`config.mk`:
```
export PLATFORM = sky130hd
export DESIGN_NAME = mux_pipe
export DESIGN_NICKNAME = d
export VERILOG_FILES = /design/src/rtl/mux_pipe_pkg.sv /design/src/rtl/pipe_skid_reg.sv /design/src/rtl/mux_pipe.sv
export SDC_FILE = /design/constraint.sdc
export NUM_CORES = 1
export LEC_CHECK = 0
export BUFFER_PORTS_ARGS = -buffer_cell sky130_fd_sc_hd__buf_2
export CORE_MARGIN = 2
export CORE_UTILIZATION = 40
export CTS_BUF_LIST = sky130_fd_sc_hd__clkbuf_4
export DETAILED_ROUTE_END_ITERATION = 6
export PLACE_DENSITY = 0.67
export SYNTH_ARGS = -nofsm -noshare
export SYNTH_HDL_FRONTEND = slang
export SYNTH_SLANG_ARGS = --single-unit
```
`constraint.sdc`:
```
create_clock -name clk -period 1.4 [get_ports clk]
set_input_delay 0.21 -clock clk [delete_from_list [all_inputs] [get_ports clk]]
set_output_delay 0.21 -clock clk [all_outputs]
set_load 0.05 [all_outputs]
```
`src/rtl/mux_pipe_pkg.sv`:
```
// mux_pipe_pkg: shared definitions for the pipelined CPU selector family.
//   DEF_WIDTH / DEF_N : default data width and source count
//   skid_state_t      : occupancy of the two-entry skid register
//   sel_width()       : select width for n sources, never less than 1
package mux_pipe_pkg;

    localparam int DEF_WIDTH = 5;
    localparam int DEF_N     = 2;

    // Encoded so that bit 0 is OUT.valid and bit 1 is SKID.valid.
    typedef enum logic [1:0] {
        ST_EMPTY = 2'b00,
        ST_ONE   = 2'b01,
        ST_FULL  = 2'b11
    } skid_state_t;

    function automatic int sel_width(input int n);
        return (n <= 2) ? 1 : $clog2(n);
    endfunction

endpackage

```
`src/rtl/pipe_skid_reg.sv`:
```
// pipe_skid_reg: generic two-entry skid register with valid/ready handshake.
//   clk, rst_n           : clock, asynchronous active-low reset
//   in_data/in_valid     : upstream word and offer
//   in_ready             : registered accept (low only when SKID is full)
//   out_data/out_valid   : OUT register contents
//   out_ready            : downstream accept
module pipe_skid_reg
    import mux_pipe_pkg::*;
#(
    parameter int DW = 8
) (
    input  logic          clk,
    input  logic          rst_n,
    input  logic [DW-1:0] in_data,
    input  logic          in_valid,
    output logic          in_ready,
    output logic [DW-1:0] out_data,
    output logic          out_valid,
    input  logic          out_ready
);

    skid_state_t   state_reg, state_next;
    logic [DW-1:0] out_data_reg;
    logic [DW-1:0] skid_data_reg;
    logic          load_out;
    logic          load_skid;
    logic          skid_to_out;
    logic          accept;
    logic          drain;

    // Both handshake outputs decode straight from the state flops, so there
    // is no combinational path from out_ready to in_ready.
    assign in_ready  = (state_reg != ST_FULL);
    assign out_valid = (state_reg != ST_EMPTY);
    assign out_data  = out_data_reg;

    assign accept = in_valid && in_ready;
    assign drain  = out_valid && out_ready;

    always_comb begin
        state_next  = state_reg;
        load_out    = 1'b0;
        load_skid   = 1'b0;
        skid_to_out = 1'b0;
        case (state_reg)
            ST_EMPTY: begin
                if (accept) begin
                    load_out   = 1'b1;
                    state_next = ST_ONE;
                end
            end
            ST_ONE: begin
                if (accept && drain) begin
                    load_out = 1'b1;
                end else if (accept) begin
                    load_skid  = 1'b1;
                    state_next = ST_FULL;
                end else if (drain) begin
                    state_next = ST_EMPTY;
                end
            end
            ST_FULL: begin
                // in_ready is low here, so no new word can arrive.
                if (drain) begin
                    skid_to_out = 1'b1;
                    state_next  = ST_ONE;
                end
            end
            default: state_next = ST_EMPTY;
        endcase
    end

    always_ff @(posedge clk or negedge rst_n) begin
        if (!rst_n) begin
            state_reg     <= ST_EMPTY;
            out_data_reg  <= '0;
            skid_data_reg <= '0;
        end else begin
            state_reg <= state_next;
            if (load_out) begin
                out_data_reg <= in_data;
            end else if (skid_to_out) begin
                out_data_reg <= skid_data_reg;
            end
            if (load_skid) begin
                skid_data_reg <= in_data;
            end
        end
    end

endmodule

```
`src/rtl/mux_pipe.sv`:
```
// mux_pipe: registered N:1 selector with valid/ready and a two-entry skid.
//   in_data   : N flattened sources, source k at [k*WIDTH +: WIDTH]
//   sel       : source index sampled with in_valid
//   in_valid / in_ready   : upstream handshake (in_ready registered)
//   out_data / out_sel    : selected word and the index that produced it
//   out_valid / out_ready : downstream handshake
//   err_clr / sel_err     : sticky out-of-range-select flag and its clear
module mux_pipe
    import mux_pipe_pkg::*;
#(
    parameter int WIDTH = DEF_WIDTH,
    parameter int N     = DEF_N,
    parameter int SELW  = sel_width(N)
) (
    input  logic               clk,
    input  logic               rst_n,
    input  logic [N*WIDTH-1:0] in_data,
    input  logic [SELW-1:0]    sel,
    input  logic               in_valid,
    output logic               in_ready,
    output logic [WIDTH-1:0]   out_data,
    output logic [SELW-1:0]    out_sel,
    output logic               out_valid,
    input  logic               out_ready,
    input  logic               err_clr,
    output logic               sel_err
);

    logic [N-1:0]          hit;
    logic [WIDTH-1:0]      src_term [N];
    logic [WIDTH-1:0]      mux_data;
    logic                  sel_ok;
    logic                  accept;
    logic [WIDTH+SELW-1:0] word_out;
    logic                  sel_err_reg;

    // One-hot AND-OR select: an index with no matching source hits nothing,
    // which forces the data to zero and flags the select as out of range.
    for (genvar gi = 0; gi < N; gi++) begin : g_src
        assign hit[gi]      = (sel == SELW'(gi));
        assign src_term[gi] = hit[gi] ? in_data[gi*WIDTH +: WIDTH] : '0;
    end

    always_comb begin
        mux_data = '0;
        for (int k = 0; k < N; k++) begin
            mux_data = mux_data | src_term[k];
        end
    end

    assign sel_ok = |hit;
    assign accept = in_valid && in_ready;

    pipe_skid_reg #(
        .DW(WIDTH + SELW)
    ) u_skid (
        .clk      (clk),
        .rst_n    (rst_n),
        .in_data  ({mux_data, sel}),
        .in_valid (in_valid),
        .in_ready (in_ready),
        .out_data (word_out),
        .out_valid(out_valid),
        .out_ready(out_ready)
    );

    assign out_data = word_out[WIDTH+SELW-1:SELW];
    assign out_sel  = word_out[SELW-1:0];

    // Set has priority over clear so a bad select is never lost.
    always_ff @(posedge clk or negedge rst_n) begin
        if (!rst_n) begin
            sel_err_reg <= 1'b0;
        end else if (accept && !sel_ok) begin
            sel_err_reg <= 1'b1;
        end else if (err_clr) begin
            sel_err_reg <= 1'b0;
        end
    end

    assign sel_err = sel_err_reg;

endmodule

```
After elaboration in Yosys (flattened, before gate mapping)
Cells that the tools add are included.
- reductions and logical operators: 7
- eq/ne operators: 7
- mux-type cells: 17
- bitwise logic cells: 1
- operators with widths (operator ; number):
    $mux W6 ; 2
    $mux W2 ; 5
    $mux W5 ; 2
    $mux W1 ; 6
    $pmux W2 S3 ; 1
    $or A5 B5 Y5 ; 1
    $ne A2 B1 Y1 const B ; 2
    $ne A2 B2 Y1 const B ; 2
    $reduce_and A4 Y1 ; 1
    $reduce_bool A2 Y1 ; 2
    $logic_and A1 B1 Y1 ; 3
    $ne A3 B1 Y1 const B ; 1
    $eq A2 B1 Y1 const B ; 1
    $eq A2 B2 Y1 const B ; 1
    $logic_not A2 Y1 ; 1
    $pmux W1 S2 ; 1
- output and inout bits: 9
- input port bits: 16
- word-level logic and storage cells: 35
- register bits: 14

Logic depth before layout (Yosys ltp)
- word-level depth: 6
- gate-level depth with buffers: 7
- gate-level depth less buffers: 6

Modules after synthesis
Synthesis repeated with hierarchy kept, for this count alone.
- cell total of the unflattened synthesis: 68
- area, all modules: 817.0 um^2
- by module, submodules not included (module ; cells each ; seq. area each (um^2) ; instances ; area each (um^2)):
    pipe_skid_reg ; 61 ; 350.3 ; 1 ; 749.5
    mux_pipe ; 7 ; 0.0 ; 1 ; 67.6

Worst setup path after synthesis
OpenSTA, ideal clock, no wires.
- path type: register -> register
- from: register u_skid.state_reg[0]
- to: register u_skid.state_reg[0]
- period minus slack after synthesis: 1.518 ns
- slack: -0.118 ns
- arrival: 1.397 ns
- library setup time: 0.121 ns
- cell stages (with the launch flop): 6
- data required time: 1.279 ns
- buffers on the path: 0
- cells stage by stage: dfrtp_1 ha_1 inv_4 nor4_2 a211o_1 a22o_1
- cells in the longest elaborated chain, start to end: 5
- elaborated cells on any way between the ends: 16
- classes of those cells: 7 x eq/ne; 3 x mux; 6 x reduce/logical
- RTL lines (item ; line ; text):
    start: declaration ; pipe_skid_reg.sv:22 ; skid_state_t state_reg, state_next;
    start signal: assignment ; pipe_skid_reg.sv:79 ; state_reg <= state_next;
    $ne A2 B2 Y1 (*) ; pipe_skid_reg.sv:33 ; assign in_ready = (state_reg != ST_FULL);
    via in_ready ; mux_pipe.sv:20 ; output logic in_ready,
    $logic_and A1 B1 Y1 (*) ; pipe_skid_reg.sv:37 ; assign accept = in_valid && in_ready;
    $mux W2 / $logic_and A1 B1 Y1 (equally long branches) ; pipe_skid_reg.sv:55, pipe_skid_reg.sv:53 ;
    $mux W2 / $ne A2 B2 Y1 (equally long branches) ; n/a ;
    $pmux W2 S3 / $reduce_and A4 Y1 (equally long branches) ; n/a ;
Mark *: on every way through the listed nets, which the timed path passes. The rest lies on a longest branch. The select of a mux whose other input is x is not followed.
A chain may end at the register's enable or synchronous reset.

Worst setup path after layout
- from: register u_skid.state_reg[1]
- to: register u_skid.state_reg[0]
- cells in the longest elaborated chain, start to end: 5
- elaborated cells on any way between the ends: 16
- classes of those cells: 7 x eq/ne; 3 x mux; 6 x reduce/logical
- RTL lines (item ; line):
    $ne A2 B2 Y1 / $reduce_bool A2 Y1 (equally long branches) ; pipe_skid_reg.sv:33, pipe_skid_reg.sv:34
    $logic_and A1 B1 Y1, on equally long branches ; pipe_skid_reg.sv:37, pipe_skid_reg.sv:38
    $mux W2 / $logic_and A1 B1 Y1 (equally long branches) ; pipe_skid_reg.sv:55, pipe_skid_reg.sv:53
    $mux W2 / $ne A2 B2 Y1 (equally long branches) ; n/a
    $pmux W2 S3 / $reduce_and A4 Y1 (equally long branches) ; n/a
Parallel ways exist; a longest one is shown, timed or not. The select of a mux whose other input is x is not followed.

==> impl_metrics.json <==
{
  "drive_above_1_share_pct": 53.2,
  "hold_class": "input pin to flop",
  "fmax_mhz": 674,
  "path_cells": "inv_2 -> ha_4 -> nor2b_4 -> nor3_4 -> a211o_1 -> a22o_1",
  "cp-endpoint": "u_skid.state_reg[0]",
  "grt_pass1_vias": 542,
  "synth_edf_count": 0,
  "dp_hpwl_mm": 1.10,
  "maxCapViolCount": 0,
  "io_pins": 25,
  "r2r-end": "u_skid.state_reg[0]",
  "dpl.cell_count": 123,
  "fp.dieH_um": 48.8,
  "crit_path_end_kind": "flop",
  "synth-warning-count": 0,
  "ys_ff_latch": 14,
  "port_buffers": 22,
  "critPathMaxFanout": 6,
  "grt.total_usage_pct": 12.4,
  "fin_cells": 136,
  "vias": 648,
  "worstPathRequired_ns": 1.57,
  "die-area_mm2": 0.00238,
  "path_depth": 6,
  "synth_xor_area_share_pct": 0,
  "status": "finished with violations",
  "syn_area_per_cell_um2": 11.2,
  "synthMuxAreaShare_pct": 21.3,
  "cpMaxStageDelayCell": "dfrtp_1",
  "start_util_pct": 41.8,
  "pre_cts_slack_ns": -0.0784,
  "num_rows": 16,
  "period_minus_slack_ns": 1.48,
  "grt_pass1_wl_mm": 2.29,
  "ant_nets": 0,
  "cts_tree": "yes",
  "cts-root-buf": "clkbuf_4",
  "clock_skew_ns": 0.00214,
  "synth_compound_area_share_pct": 11.1,
  "synth.cell_area_um2": 803,
  "r2r_cells": 6,
  "p_per_area_mw_per_mm2": 2440,
  "synth_adder_area_share_pct": 6.23,
  "critPathArrivalTime_ns": 1.65,
  "core_area_mm2": 0.00192,
  "synth_top_family_by_area": "multiplexers",
  "antennaDiodeCount": 0,
  "rsz0062_at_grt": "yes",
  "r2r-start": "u_skid.state_reg[1]",
  "whs_ns": 0.257,
  "setup_slack_ns": -0.0840,
  "final-hold-violation-count": 0,
  "timing.critical_path.buf_inv": 1,
  "cts_made_buffers": 3,
  "leakage_nw": 0.581,
  "syn_to_final_growth_pct": 47.5,
  "worst-r2r-setup-slack_ns": -0.08,
  "ys_seq_area_share_pct": 43.6,
  "antenna_found_initial": 0,
  "cp-startpoint": "u_skid.state_reg[1]",
  "place_congestion": 0.814,
  "cts.sinks": 14,
  "synthCells": 72,
  "ys.flop_type": "dfrtp_1",
  "peakVddDrop_mv": 1.13,
  "cpPeakStageDelay_ns": 0.41,
  "insertion_delay_ns": 0.27,
  "synthArstFlopShare_pct": 100,
  "syn-num-nets": 92,
  "cp-start-kind": "flop",
  "htreeDepth": 1,
  "drc": 0,
  "yosys.area_share.simple_pct": 12.3,
  "drt_wl_total_mm": 1.55,
  "grt_overflow": 0,
  "fin_nets": 130,
  "first_pass_iters": 4,
  "drv_slew": 0,
  "path_class": "flop to flop",
  "min_from": "sel",
  "clkTransAtPathRegs_ns": 0.08,
  "synth_cell_types": 23,
  "clockBufferDepth": 2,
  "drt-initial-drc-count": 8,
  "wire_per_inst_um": 11.4,
  "die_w_um": 48.8,
  "path_delay_family": "compound AO/OA/AOI/OAI gates",
  "finalCritPeriodShare_pct": 106,
  "setup_violations": 15,
  "via_per_inst": 4.76,
  "violations": "negative setup slack",
  "grt_max_degree": 15
}
## worst min-delay path by stage
stage	to	slack, ns	cells past startpoint
2_1_floorplan	u_skid.out_data[0]	-0.09	0
3_3_place_gp	u_skid.out_data[4]	0.12	1
3_5_place_dp	u_skid.skid_data_reg[4]	0.12	1
4_1_cts	u_skid.out_data[1]	0.24	3
5_1_grt	u_skid.skid_data_reg[5]	0.26	3
6_report	u_skid.out_data[0]	0.26	3
## worst reg2reg max path: stages (launching register included)
cell and delay, ns:
dfrtp_1 0.41, inv_2 0.08, ha_4 0.19, nor2b_4 0.16
nor3_4 0.08, a211o_1 0.27, a22o_1 0.20
## timing repair
action / CTS / global route
cloned: 0 / 0
gates resized for setup: 12 / 11
hold buffers: 1 / 0
endpoints found under the hold margin: 14 / 0
pin swaps: 3 / 5
buffers inserted: 2 / 6
endpoints found under the setup margin: 16 / 16
## final cells by class
| class | instances | area (um2) |
|---|---|---|
| Clock buffer | 3 | 22.5 |
| Sequential cell | 14 | 352 |
| Tap cell | 27 | 33.8 |
| Inverter | 5 | 23.8 |
| Timing Repair Buffer | 36 | 258 |
| Multi-Input combinational cell | 50 | 492 |
| Fill cell | 170 | 737 |
| Clock inverter | 1 | 3.75 |
## where the power goes
part / internal, mW / total, mW / switching [mW]
logic: 0.859 / 1.92 / 1.06
registers: 0.613 / 0.739 / 0.125
clock network: 0.103 / 0.228 / 0.125
total: 1.58 / 2.89 / 1.31
## layout by cell type (no fill, tap or decap), types with 2 or more instances in the layout
cell,count
a21oi_1,4
a21oi_2,3
a22o_1,2
buf_2,20
buf_4,9
buf_6,4
clkbuf_4,3
dfrtp_1,13
ha_4,3
inv_1,2
inv_2,2
mux2i_1,16
nor2_1,4
nor2_2,2
## synthesized netlist by cell type (2+ instances only)
cell type | count | share of area (%)
a21oi_1 | 7 | 4.4
dfrtp_1 | 14 | 44
mux2i_1 | 16 | 20
nor2_1 | 6 | 2.8
nand2_1 | 2 | 0.93
inv_1 | 4 | 1.9
a22o_1 | 2 | 2.2
buf_4 | 2 | 1.9
o21ai_0 | 2 | 1.2
ha_1 | 4 | 6.2
## metrics by stage
stage          util, %  setup TNS, ns  power (mW)  instance area (um2)
6_report          61.7         -0.454        2.89                 1180
5_1_grt           61.7          -1.59        3.07                 1180
4_1_cts           57.4         -0.507        2.70                 1100
3_5_place_dp      52.2         -0.504        2.30                 1000
3_3_place_gp      52.2         -0.157        2.27                 1000
2_1_floorplan        -        -0.0453        1.91                  828
## metal layers
layer  vias to the layer above  GRT usage (%)  part of all wire (%)
met4                         0           4.29                  0.90
met2                        14           19.2                    50
met1                       307           15.9                    44
met5                         -              0                     0
li1                        325              -                     -
met3                         2           4.60                   4.6
## kinds of logic (layout without fill, tap and decap cells)
kind of cell	Yosys count	in the layout
mux	17	17
compound gates	14	14
flops	14	14
simple gates	14	14
buf+inv	8	45
fa+ha+maj	4	4
other cells	1	1
Note: power is estimated with default switching activity, not from simulation.
